[src/rtl/seq_divider_if.sv]
// Start/result bus between the execute stage and the iterative divider.
// Handshake: a request is taken on a rising edge where start=1 and busy=0
// (busy acts as not-ready); results are valid and held while done=1.
interface seq_divider_if #(
  parameter int WIDTH = 16
);
  logic             start;
  logic [WIDTH-1:0] dividend;
  logic [WIDTH-1:0] divisor;
  logic             busy;
  logic             done;
  logic [WIDTH-1:0] quotient;
  logic [WIDTH-1:0] remainder;
  logic             div_by_zero;

  modport master (
    output start, dividend, divisor,
    input  busy, done, quotient, remainder, div_by_zero
  );

  modport slave (
    input  start, dividend, divisor,
    output busy, done, quotient, remainder, div_by_zero
  );
endinterface

[src/rtl/seq_divider.sv]
// Iterative unsigned restoring divider, one quotient bit per clock.
// Each trial subtract is a carry-lookahead add of the inverted divisor with carry-in 1.
module seq_divider #(
  parameter int WIDTH = 16
) (
  input  logic          clk,
  input  logic          rst,
  seq_divider_if.slave  bus,
  output logic [1:0]    state_o
);

  localparam int CW = $clog2(WIDTH) + 1;

  typedef enum logic [1:0] {
    S_IDLE = 2'd0,
    S_RUN  = 2'd1,
    S_DONE = 2'd2
  } state_e;

  state_e           state_q;
  logic [WIDTH-1:0] q_q;
  logic [WIDTH:0]   pr_q;
  logic [WIDTH-1:0] d_q;
  logic [CW-1:0]    cnt_q;
  logic             busy_q;
  logic             done_q;
  logic [WIDTH-1:0] quo_q;
  logic [WIDTH-1:0] rem_q;
  logic             dbz_q;

  logic [WIDTH:0]   s_w;
  logic [WIDTH:0]   b_w;
  logic [WIDTH:0]   g_w;
  logic [WIDTH:0]   p_w;
  logic [WIDTH+1:0] c_w;
  logic [WIDTH:0]   t_w;
  logic             nb_w;
  logic             cla_carry;
  logic             cla_prop;
  logic [WIDTH:0]   pr_d;
  logic [WIDTH-1:0] q_d;

  // Every carry is a flat sum of group generates, so no carry waits on the previous one.
  always_comb begin
    s_w       = {pr_q[WIDTH-1:0], q_q[WIDTH-1]};
    b_w       = ~{1'b0, d_q};
    g_w       = s_w & b_w;
    p_w       = s_w ^ b_w;
    c_w       = '0;
    c_w[0]    = 1'b1;
    cla_carry = 1'b0;
    cla_prop  = 1'b0;
    for (int i = 0; i <= WIDTH; i++) begin
      cla_carry = 1'b1;
      for (int j = 0; j <= i; j++) cla_carry = cla_carry & p_w[j];
      for (int j = 0; j <= i; j++) begin
        cla_prop = g_w[j];
        for (int k = j + 1; k <= i; k++) cla_prop = cla_prop & p_w[k];
        cla_carry = cla_carry | cla_prop;
      end
      c_w[i+1] = cla_carry;
    end
    t_w  = p_w ^ c_w[WIDTH:0];
    nb_w = c_w[WIDTH+1];
    pr_d = nb_w ? t_w : s_w;
    q_d  = {q_q[WIDTH-2:0], nb_w};
  end

  always_ff @(posedge clk) begin
    if (rst) begin
      state_q <= S_IDLE;
      q_q     <= '0;
      pr_q    <= '0;
      d_q     <= '0;
      cnt_q   <= '0;
      busy_q  <= 1'b0;
      done_q  <= 1'b0;
      quo_q   <= '0;
      rem_q   <= '0;
      dbz_q   <= 1'b0;
    end else begin
      case (state_q)
        S_IDLE, S_DONE: begin
          if (bus.start) begin
            if (bus.divisor == '0) begin
              state_q <= S_DONE;
              busy_q  <= 1'b0;
              done_q  <= 1'b1;
              quo_q   <= '1;
              rem_q   <= bus.dividend;
              dbz_q   <= 1'b1;
            end else begin
              state_q <= S_RUN;
              q_q     <= bus.dividend;
              pr_q    <= '0;
              d_q     <= bus.divisor;
              cnt_q   <= '0;
              busy_q  <= 1'b1;
              done_q  <= 1'b0;
              dbz_q   <= 1'b0;
            end
          end
        end
        S_RUN: begin
          q_q   <= q_d;
          pr_q  <= pr_d;
          cnt_q <= cnt_q + CW'(1);
          if (cnt_q == CW'(WIDTH - 1)) begin
            state_q <= S_DONE;
            busy_q  <= 1'b0;
            done_q  <= 1'b1;
            quo_q   <= q_d;
            rem_q   <= pr_d[WIDTH-1:0];
          end
        end
        default: state_q <= S_IDLE;
      endcase
    end
  end

  // A restored partial remainder is always below the divisor, so its top bit stays clear.
  pr_top_clear: assert property (@(posedge clk) disable iff (rst) !pr_q[WIDTH]);

  assign bus.busy        = busy_q;
  assign bus.done        = done_q;
  assign bus.quotient    = quo_q;
  assign bus.remainder   = rem_q;
  assign bus.div_by_zero = dbz_q;
  assign state_o         = state_q;

endmodule
[src/flat_wrapper.sv]
// flat-port wrapper written by rule: the top's interface ports become plain ports
module seq_divider_flat 
#(
  parameter int WIDTH = 16
)
  (clk, rst, state_o, bus_start, bus_dividend, bus_divisor, bus_busy, bus_done, bus_quotient, bus_remainder, bus_div_by_zero);
  seq_divider_if #(.WIDTH(WIDTH)) bus_i ();
  input  logic clk;
  input  logic rst;
  output logic [1:0] state_o;
  input wire logic [$bits(bus_i.start)-1:0] bus_start;
  input wire logic [$bits(bus_i.dividend)-1:0] bus_dividend;
  input wire logic [$bits(bus_i.divisor)-1:0] bus_divisor;
  output wire logic [$bits(bus_i.busy)-1:0] bus_busy;
  output wire logic [$bits(bus_i.done)-1:0] bus_done;
  output wire logic [$bits(bus_i.quotient)-1:0] bus_quotient;
  output wire logic [$bits(bus_i.remainder)-1:0] bus_remainder;
  output wire logic [$bits(bus_i.div_by_zero)-1:0] bus_div_by_zero;
  assign bus_i.start = bus_start;
  assign bus_i.dividend = bus_dividend;
  assign bus_i.divisor = bus_divisor;
  assign bus_busy = bus_i.busy;
  assign bus_done = bus_i.done;
  assign bus_quotient = bus_i.quotient;
  assign bus_remainder = bus_i.remainder;
  assign bus_div_by_zero = bus_i.div_by_zero;
  seq_divider #(.WIDTH(WIDTH)) u_core (.clk(clk), .rst(rst), .bus(bus_i), .state_o(state_o));
endmodule
[config.mk]
export PLATFORM = sky130hd
export DESIGN_NAME = seq_divider_flat
export DESIGN_NICKNAME = d
export VERILOG_FILES = /design/src/rtl/seq_divider_if.sv /design/src/rtl/seq_divider.sv /design/src/flat_wrapper.sv
export SDC_FILE = /design/constraint.sdc
export NUM_CORES = 1
export LEC_CHECK = 0
export ABC_AREA = 0
export CORE_ASPECT_RATIO = 0.9
export CORE_MARGIN = 4
export CORE_UTILIZATION = 42
export CTS_BUF_LIST = sky130_fd_sc_hd__clkbuf_2
export DETAILED_ROUTE_END_ITERATION = 12
export PLACE_DENSITY = 0.65
export SYNTH_ARGS = -nofsm -noshare
export SYNTH_HDL_FRONTEND = slang
export SYNTH_SLANG_ARGS = --single-unit
export TNS_END_PERCENT = 100
[constraint.sdc]
create_clock -name clk -period 3.1 [get_ports clk]
set_input_delay 0.775 -clock clk [delete_from_list [all_inputs] [get_ports clk]]
set_output_delay 0.775 -clock clk [all_outputs]
set_load 0.05 [all_outputs]
## After elaboration in Yosys (flattened, before gate mapping)

Cells that the tools add are included.

| storage, ports and cells | value |
|---|---|
| flip-flop bits (word level) | 90 |
| bits of input ports | 35 |
| output and inout port bits | 37 |
| word-level logic and storage cells | 352 |

| operators by class | value |
|---|---|
| add/subtract/negate cells | 1 |
| equality and inequality tests | 7 |
| multiplexer cells | 30 |
| bitwise operators | 294 |
| reductions and logical operators | 10 |

Operators by type and width:

| operator | number |
|---|---|
| 16-bit 2-to-1 mux | 11 |
| 1-bit bitwise AND | 152 |
| 1-bit OR | 137 |
| 16-bit one-hot mux with 2 select lines | 4 |
| 17-bit bitwise AND | 1 |
| 16-bit NOT with 17-bit output | 1 |
| 17-bit XOR | 1 |
| 16-bit zero test | 1 |
| 16-bit XOR | 1 |
| 5-bit 2-to-1 mux | 2 |
| 5-bit one-hot mux with 2 select lines | 1 |
| 3-bit AND reduction | 3 |
| 1-bit 2-to-1 mux | 6 |
| 2-bit 2-to-1 mux | 3 |
| 5-bit by 1-bit adder with 5-bit output (second input constant) | 1 |
| 5-bit by 4-bit equality test with 1-bit output (second input constant) | 1 |
| 2-bit by 1-bit inequality test with 1-bit output (second input constant) | 2 |
| 2-bit inequality test (second input constant) | 2 |
| 1-bit one-hot mux with 2 select lines | 2 |
| 2-bit one-hot mux with 2 select lines | 1 |
| 2-bit AND reduction | 2 |
| 4-bit AND reduction | 1 |
| 2-bit by 1-bit equality test with 1-bit output (second input constant) | 1 |
| 2-bit equality test (second input constant) | 1 |
| 4 further kinds | 4 |

## Depth between registers and ports, before layout

Gate-level depths: netlist of run 1.

| logic depth | value |
|---|---|
| depth in word-level cells | 38 |
| mapped depth | 11 |
| mapped depth without buffers | 9 |

## Worst setup path before layout of run 1

OpenSTA, ideal clock, no wires.

| timing path | value |
|---|---|
| path kind | reg2reg |
| start point | register u_core.d_q[9] |
| end point | register u_core.rem_q[11], in the netlist u_core.bus.remainder[11] |
| library setup time | 0.142 ns |
| data arrival time | 2.207 ns |
| data required time | 2.958 ns |
| setup slack | 0.751 ns |
| stages on the path, launching flop included | 12 |
| path buffers | 2 |
| clock period less this slack | 2.349 ns |
| path through | dfxtp_1 > inv_1 > ha_1 > and4_4 > a21oi_1 > and2_1 > a41o_4 > and3_1 > buf_2 > buf_6 > a22oi_2 > a311oi_1 |

| between the ends | value |
|---|---|
| longest elaborated chain between the ends | 30 |
| elaborated cells on any way between the ends | 122 |
| classes of those cells | 3 x mux; 119 x bitwise |

RTL lines:

| what | RTL line | text |
|---|---|---|
| from (decl) | seq_divider.sv:23 | `logic [WIDTH-1:0] d_q;` |
| from (signal assigned) | seq_divider.sv:96 | `d_q <= bus.divisor;` |
| 16-bit NOT with 17-bit output (*) | seq_divider.sv:46 | `b_w = ~{1'b0, d_q};` |
| 17-bit XOR | seq_divider.sv:48 | `p_w = s_w ^ b_w;` |
| 1-bit bitwise AND, on equally long branches (2 in series) | n/a |  |
| 1-bit bitwise AND, on equally long branches (6 in series) | seq_divider.sv:55, seq_divider.sv:58 |  |
| 1-bit OR (17 in series) | seq_divider.sv:59 | `cla_carry = cla_carry \| cla_prop;` |
| 16-bit 2-to-1 mux (*) | seq_divider.sv:65 | `pr_d = nb_w ? t_w : s_w;` |
| 16-bit 2-to-1 mux (*) | seq_divider.sv:108 | `if (cnt_q == CW'(WIDTH - 1)) begin` |
| 16-bit one-hot mux with 2 select lines (*) | seq_divider.sv:82 | `case (state_q)` |
| to (signal assigned) | seq_divider.sv:90 | `rem_q <= bus.dividend;` |
| to (signal assigned) | seq_divider.sv:113 | `rem_q <= pr_d[WIDTH-1:0];` |
| to (decl) | seq_divider.sv:28 | `logic [WIDTH-1:0] rem_q;` |

Mark *: on every way between the ends. The rest lies on a longest branch, timed or not. The select of a mux whose other input is x is not followed.
A chain may end at the register's enable or synchronous reset.

## Worst setup path after layout of run 1

| timing path | value |
|---|---|
| start point | register u_core.d_q[0] |
| end point | register u_core.rem_q[5], in the netlist u_core.bus.remainder[5] |

| between the ends | value |
|---|---|
| longest elaborated chain between the ends | 38 |
| elaborated cells on any way between the ends | 61 |
| classes of those cells | 3 x mux; 58 x bitwise |

RTL lines:

| what | RTL line |
|---|---|
| 16-bit NOT with 17-bit output (*) | seq_divider.sv:46 |
| 17-bit XOR or 17-bit bitwise AND (tied branches) | seq_divider.sv:48, seq_divider.sv:47 |
| 1-bit bitwise AND, on equally long branches (7 in series) | seq_divider.sv:55, seq_divider.sv:58 |
| 1-bit bitwise AND, on equally long branches (3 in series) | n/a |
| 1-bit bitwise AND, on equally long branches (6 in series) | seq_divider.sv:55, seq_divider.sv:58 |
| 1-bit OR (17 in series) | seq_divider.sv:59 |
| 16-bit 2-to-1 mux (*) | seq_divider.sv:65 |
| 16-bit 2-to-1 mux (*) | seq_divider.sv:108 |
| 16-bit one-hot mux with 2 select lines (*) | seq_divider.sv:82 |

Marks and branches as above.

==> results of run 1 <==
## final timing paths
| kind | end | depth (start not counted) | startpoint | slack (ps) |
|---|---|---|---|---|
| worst max-delay path | u_core.bus.remainder[5]$_SDFFE_PP0P_ | 9 | u_core.d_q[0]$_SDFFE_PP0P_ | 270 |
| worst min-delay path | u_core.d_q[1]$_SDFFE_PP0P_ | 2 | u_core.d_q[1]$_SDFFE_PP0P_ | 480 |
| worst max register to register | u_core.bus.remainder[5]$_SDFFE_PP0P_ | 9 | u_core.d_q[0]$_SDFFE_PP0P_ | 270 |
| worst min register to register | u_core.d_q[1]$_SDFFE_PP0P_ | 2 | u_core.d_q[1]$_SDFFE_PP0P_ | 480 |
## stage by stage
step	area (sq um)	instances	setup WS [ps]	util
after global routing	5340	731	45.9	0.541
after global placement	5220	715	361	0.529
final	5340	731	274	0.541
after floorplan	4330	536	751	-
after detailed placement	5220	715	286	0.529
after CTS	5340	731	256	0.541
## area by class of cell
cell class              instances  area share
clock inverters                 7      0.0136
well taps                     126      0.0295
flip-flops and latches         90       0.338
repair buffers                 89       0.165
inverters                      23      0.0162
clock buffers                   9     0.00844
multi-input cells             387       0.430
## routing by layer
layer | global-route usage | up-vias | share of wire
met1 | 0.261 | 1850 | 0.47
met5 | 0 | - | 0
met3 | 0.0425 | 10 | 0.052
met2 | 0.299 | 95 | 0.47
li1 | - | 2033 | -
met4 | 0.0352 | 0 | 0.0078
## worst max-delay path: stages, from the launching register on
cell	delay, ps
dfxtp_1	450
inv_1	60
ha_1	330
o211ai_2	120
a21oi_2	220
o2111ai_2	230
a41o_4	370
a21oi_4	440
a32oi_1	250
a311oi_1	300
## sequential cells by signal, summed over array words and instances, names as in the netlist
| name | cells |
|---|---|
| u_core.pr_q | 16 |
| u_core.bus.div_by_zero | 1 |
| u_core.bus.remainder | 16 |
| u_core.bus.done | 1 |
| u_core.state_o | 2 |
| u_core.cnt_q | 5 |
| u_core.bus.busy | 1 |
| u_core.d_q | 16 |
| u_core.bus.quotient | 16 |
| u_core.q_q | 16 |
## power groups by stage
stage	logic [uW]	registers (uW)	clock network [uW]
6_report	960	1320	589
5_1_grt	1050	1330	662
4_1_cts	960	1320	610
3_5_place_dp	955	1340	0
3_3_place_gp	937	1340	0
2_1_floorplan	603	1420	0
## cell families after synthesis
group / count (synthesis)
compound gates: 128
xor+xnor: 10
fa+ha+maj: 19
buf+inv: 59
flops: 90
mux: 2
simple gates: 228
## cells in the mapped netlist (5+ instances only)
library cell  instances  area share
a211oi_1             15       0.026
a21oi_1              30       0.035
a22oi_1               9       0.016
a311oi_1             26       0.053
and3_1                5      0.0072
buf_1                 5      0.0043
clkbuf_1             27       0.023
dfxtp_1              90        0.42
ha_1                 19       0.055
inv_1                23       0.020
nand2_1              84       0.073
nand3_1               5      0.0058
nor2_1               75       0.065
nor3_1               37       0.043
o21ai_0              10       0.012
xnor2_1               7       0.014
==> summary.md, run 1 <==
| Metric | Value |
|---|---|
| Hold slack | 477 ps |
| #FFs+latches synth | 90 |
| Starting density of the core | 0.438 |
| Number of synthesized flops with an enable pin | 0 |
| # DRC | 0 |
| Hold Buf Count CTS | 0 |
| Clock power share | 0.205 |
| Global route overflow | 0 |
| Share of layout cells above drive strength 1 | 0.0810 |
| Storage element area | ~1800 sq um |
| Mux cell area share after synthesis | 0.00463 |
| Vias | about 4k |
| Comb power frac | 0.334 |
| CP arrival | 3320 ps |
| Status | finished clean |
| RSZ-0062 raised after global routing | no |
| Synth Area in XOR/XNOR | 0.0202 |
| Number of DRC markers in iteration 0 | 211 |
| Syn_nets | 590 |
| Setup crit end kind | register |
| Seq pwr share | 0.460 |
| Placeable Area | 9870 sq um |
| Synth Instances | 536 |
| Post-synthesis compound-gate area fraction | 0.220 |
| Setup tns final | 0 ps |
| Total power draw | 2870 uW |
| Synth Flop Type | dfxtp_1 |
| Async S/R FF share, synth | 0 |
| Placer congestion estimate | 0.821 |
| Fill count | between 900 and 1k |
| Most common cell after layout, fill and taps aside | dfxtp_1 |
| Gr usage total | 0.188 |
| Largest net degree at the start of global routing | 48 |
| Total die area | 12,000 sq um |
| Worst slew margin | 0.620 |
| Most frequent cells in the layout | dfxtp_1 (90), nand2_1 (84), nor2_1 (75) |
| Internal power | 1770 uW |
| First-pass GRT wire length | 18,600 um |
| Max Clock Freq | 0.354 GHz |
| Row count | 34 |
| Largest family of logic cells by synthesized area | simple AND/OR/NAND/NOR gates |
| Final min period | between 2000 and 3000 ps |
| PwrDens | around 540 nW/um^2 |
| Switching share of power | 0.383 |
| Clock-pin slew on the worst setup and hold paths | 290 ps |
| Post-synthesis adder-cell area fraction | 0.0550 |
| YS warnings | 0 |
| H-tree depth | 3 |
| Worst Hold Class | register to register |
| DRT Wirelength | 11,100 um |
| Mean Syn Cell Area | approximately 8.1 sq um |
| Sw Pwr | between 1000 and 1500 uW |
| Cell leakage power | roughly 0.002 uW |
| Worst Tran Pin Value | 568 ps |
| Setup-failing EPs final | 0 |
| DRT Pass-1 Iters | 5 |
| Vias in the first global route | between 3k and 4k |
| Diode count | 0 |
| Number of clock sinks | 90 |
| Die width | 115 um |
| Die height | roughly 100 um |
| Detailed-placement wirelength estimate | roughly 8000 um |
| Root buf cell | clkbuf_2 |
| CTS tree | done |
| Post-synthesis sequential area ratio | 0.417 |
| TritonCTS Buffers | 9 |
| Postcts setup bufs | 0 |
| Mapped Area | 4330 sq um |
| Area growth syn-to-layout | 23.4% |
| WS Path Type | register to register |
| Post-route ant nets | 0 |
| Fin crit share | 0.912 |
| Peak VDD IR | 0.247 mV |
| NumNets Final | 654 |
| Clock latency on the worst-skew pair | 550 ps |
| Final hold vios | 0 |
| Type of origin of the critical path | register |
| Final Max Tran Viols | 0 |
| Simple-gate portion of the synthesized area | 0.228 |
| IO Pins | 72 |
| Vias per cell | about 5.5 |
| Max_cap viols | 0 |
| Worst Skew | between 40 and 50 ps |
| Worst-path maximum fanout | 15 |
| CTS max path bufs | 2 |
| Wire per inst | 15.2 um |
| Buffers on Ports | 71 |
| Cts repair resizes | 0 |
| Worst EP required | roughly 3600 ps |
| Initial antenna violation count | 0 |
| Distinct cells, synth | 50 |
| Area of the multi-input gates | around 2300 sq um |
(Power assumes the default switching activity.)
==> run 2, diff against run 1 <==
CAP_MARGIN = 40   (was not set)
CORE_ASPECT_RATIO = not set   (was 0.9)
CTS_CLUSTER_SIZE = 16   (was not set)
==> run 2 against run 1 <==
Effect of this change: combinational power fell by 0.7%; setup slack improved by 10 ps; hold slack got worse by 5.9 ps; global-route usage fell by 0.098 points; via count rose by 0.53%; non-clock buffer count fell by 3; sequential power barely moved; sequential share of layout area rose by 0.087 points; critical path depth did not move; maximum frequency rose by 0.37%; die area barely moved; critical endpoint unchanged.
==> summary.md, run 2 (synthesis results as in run 1) <==
| Metric | Value |
|---|---|
| Status | finished clean |
| Inst Count DP | 719 (+0.56%) |
| Worst Tran Pin Value | 825 ps (+256 ps) |
| # DRC | 0 (unchanged) |
| Detailed-placement wirelength estimate | 8000 um (-2.8%) |
| Final Max Tran Viols | 0 (unchanged) |
| Share of layout cells above drive strength 1 | 0.0748 (-0.00624) |
| Gr usage total | 0.187 (-0.000983) |
| Worst slew margin | 0.450 (-0.170) |
| Total power draw | 2830 uW (-1.4%) |
| WS Path Type | register to register |
| Setup-failing EPs final | 0 (unchanged) |
| Vias in the first global route | 3,711 (-3.2%) |
| Setup tns final | 0 ps (unchanged) |
| Worst EP required | 3560 ps (-40 ps) |
| Number of clock sinks | 90 (unchanged) |
| CP delay by family, top | compound AO/OA/AOI/OAI gates |
| Worst path bufs/invs | 1 (unchanged) |
| Finished Cell Area | 5320 sq um (-0.26%) |
| TritonCTS Buffers | 9 (unchanged) |
| Setup crit end kind | register |
| PwrDens | 532 nW/um^2 (-1.1%) |
| Clock-pin slew on the worst setup and hold paths | 250 ps (-40 ps) |
| CP arrival | 3270 ps (-50 ps) |
| First-pass GRT wire length | 17,800 um (-4.2%) |
| Placeable Area | 9910 sq um (+0.41%) |
| RSZ-0062 raised after global routing | no |
| IO Pins | 72 (unchanged) |
| Crit-path cells | inv_1 -> ha_1 -> o211ai_2 -> a21oi_2 -> o2111ai_2 -> a41o_4 -> a21oi_4 -> a32oi_1 -> a311oi_1 |
| Global route overflow | 0 (unchanged) |
| Final hold vios | 0 (unchanged) |
| Initial antenna violation count | 0 (unchanged) |
| Area growth syn-to-layout | 23.1% |
| Peak VDD IR | 0.248 mV (+0.16%) |
| Hold Buf Count CTS | 0 (unchanged) |
| Most common cell after layout, fill and taps aside | dfxtp_1 |
| CTS max path bufs | 2 (unchanged) |
| Non-Filler Instances | 735 (+0.55%) |
| Cell leakage power | 0.00197 uW (-0.74%) |
| Postcts setup bufs | 0 (unchanged) |
| Final min period | 2820 ps (-10.4 ps) |
| Cts repair resizes | 0 (unchanged) |
| Area post-placement | 5220 sq um (about the same) |
| Wire per inst | 14.8 um (-2.2%) |
| Clock latency on the worst-skew pair | 540 ps (about the same) |
| Diode count | 0 (unchanged) |
| Type of origin of the critical path | register |
| Max_cap viols | 0 (unchanged) |
| Number of DRC markers in iteration 0 | 168 (-20%) |
| Max Clock Freq | 0.355 GHz (+0.37%) |
| Fin crit share | 0.908 (-0.00335) |
| Die width | 109 um (-4.8%) |
| Post-Place Setup Slack | 225 ps (-61.5 ps) |
| Worst Skew | 26.9 ps (-14.3 ps) |
| DRT Wirelength | 10,900 um (-1.7%) |
| Root buf cell | clkbuf_2 |
| CTS tree | done |
| Starting density of the core | 0.436 (-0.00177) |
| Buffers on Ports | 71 (unchanged) |
| Placer congestion estimate | 0.810 (-1.4%) |
| DRT Pass-1 Iters | 4 (-1) |
| Largest net degree at the start of global routing | 48 (unchanged) |
| NumNets Final | 651 (-0.46%) |
| Vias per cell | 5.45 (about the same) |
| CP max stage delay | 450 ps (about the same) |
| Row count | 36 (+5.9%) |
| Worst-path maximum fanout | 15 (unchanged) |
| Post-route ant nets | 0 (unchanged) |
| Fill count | 974 (+0.31%) |
| Worst setup margin | 284 ps (+10.4 ps) |
| Most frequent cells in the layout | dfxtp_1 (90), nand2_1 (84), nor2_1 (75) |
| Vias | 4,009 (+0.53%) |
| Die height | 109 um (+5.0%) |
| CP max stage cell | dfxtp_1 |
| Total die area | 12,000 sq um (about the same) |
| Worst Hold Class | register to register |
| H-tree depth | 3 (unchanged) |
==> run 2: worst reg2reg max path, cell delays in order, from the launching register on <==
cell	delay, ps
dfxtp_1	450
inv_1	60
ha_1	340
o211ai_2	120
a21oi_2	220
o2111ai_2	220
a41o_4	360
a21oi_4	420
a32oi_1	270
a311oi_1	300
==> run 2: final cells by class <==
class | instances | area [sq um] | area share
timing repair buffer | 86 | 868 | 0.163
sequential | 90 | 1800 | 0.338
inverter | 23 | 86.3 | 0.0162
clock inverter | 7 | 60.1 | 0.0113
clock buffer | 9 | 45.0 | 0.00846
multi-input combinational | 387 | 2300 | 0.431
tap | 133 | 166 | 0.0313
==> run 2: path summary, 6_finish.rpt <==
check / from / end / slack [ps] / cells after the start
hold / removal: u_core.d_q[2]$_SDFFE_PP0P_ / u_core.d_q[2]$_SDFFE_PP0P_ / 470 / 2
hold reg to reg: u_core.d_q[2]$_SDFFE_PP0P_ / u_core.d_q[2]$_SDFFE_PP0P_ / 470 / 2
setup / recovery: u_core.d_q[0]$_SDFFE_PP0P_ / u_core.bus.remainder[5]$_SDFFE_PP0P_ / 280 / 9
setup reg to reg: u_core.d_q[0]$_SDFFE_PP0P_ / u_core.bus.remainder[5]$_SDFFE_PP0P_ / 280 / 9
==> run 2: report_power, final <==
part	internal (uW)	leakage (uW)	switching [uW]
logic	384	0.00117	569
registers	1250	0.000738	70.7
clock network	123	0.0000644	432
total	1760	0.00197	1070
==> run 2: per-layer routing <==
layer | share of wire | vias to the layer above | track usage
li1 | - | 2024 | -
met1 | 0.46 | 1877 | 0.246
met2 | 0.48 | 88 | 0.304
met3 | 0.036 | 20 | 0.0370
met4 | 0.018 | 0 | 0.0668
met5 | 0 | - | 0
==> run 2: metrics by stage <==
stage | util | hold slack (ps)
after CTS | 0.537 | 476
after global placement | 0.527 | 449
final | 0.537 | 471
after detailed placement | 0.527 | 449
after global routing | 0.537 | 500
after floorplan | - | 436
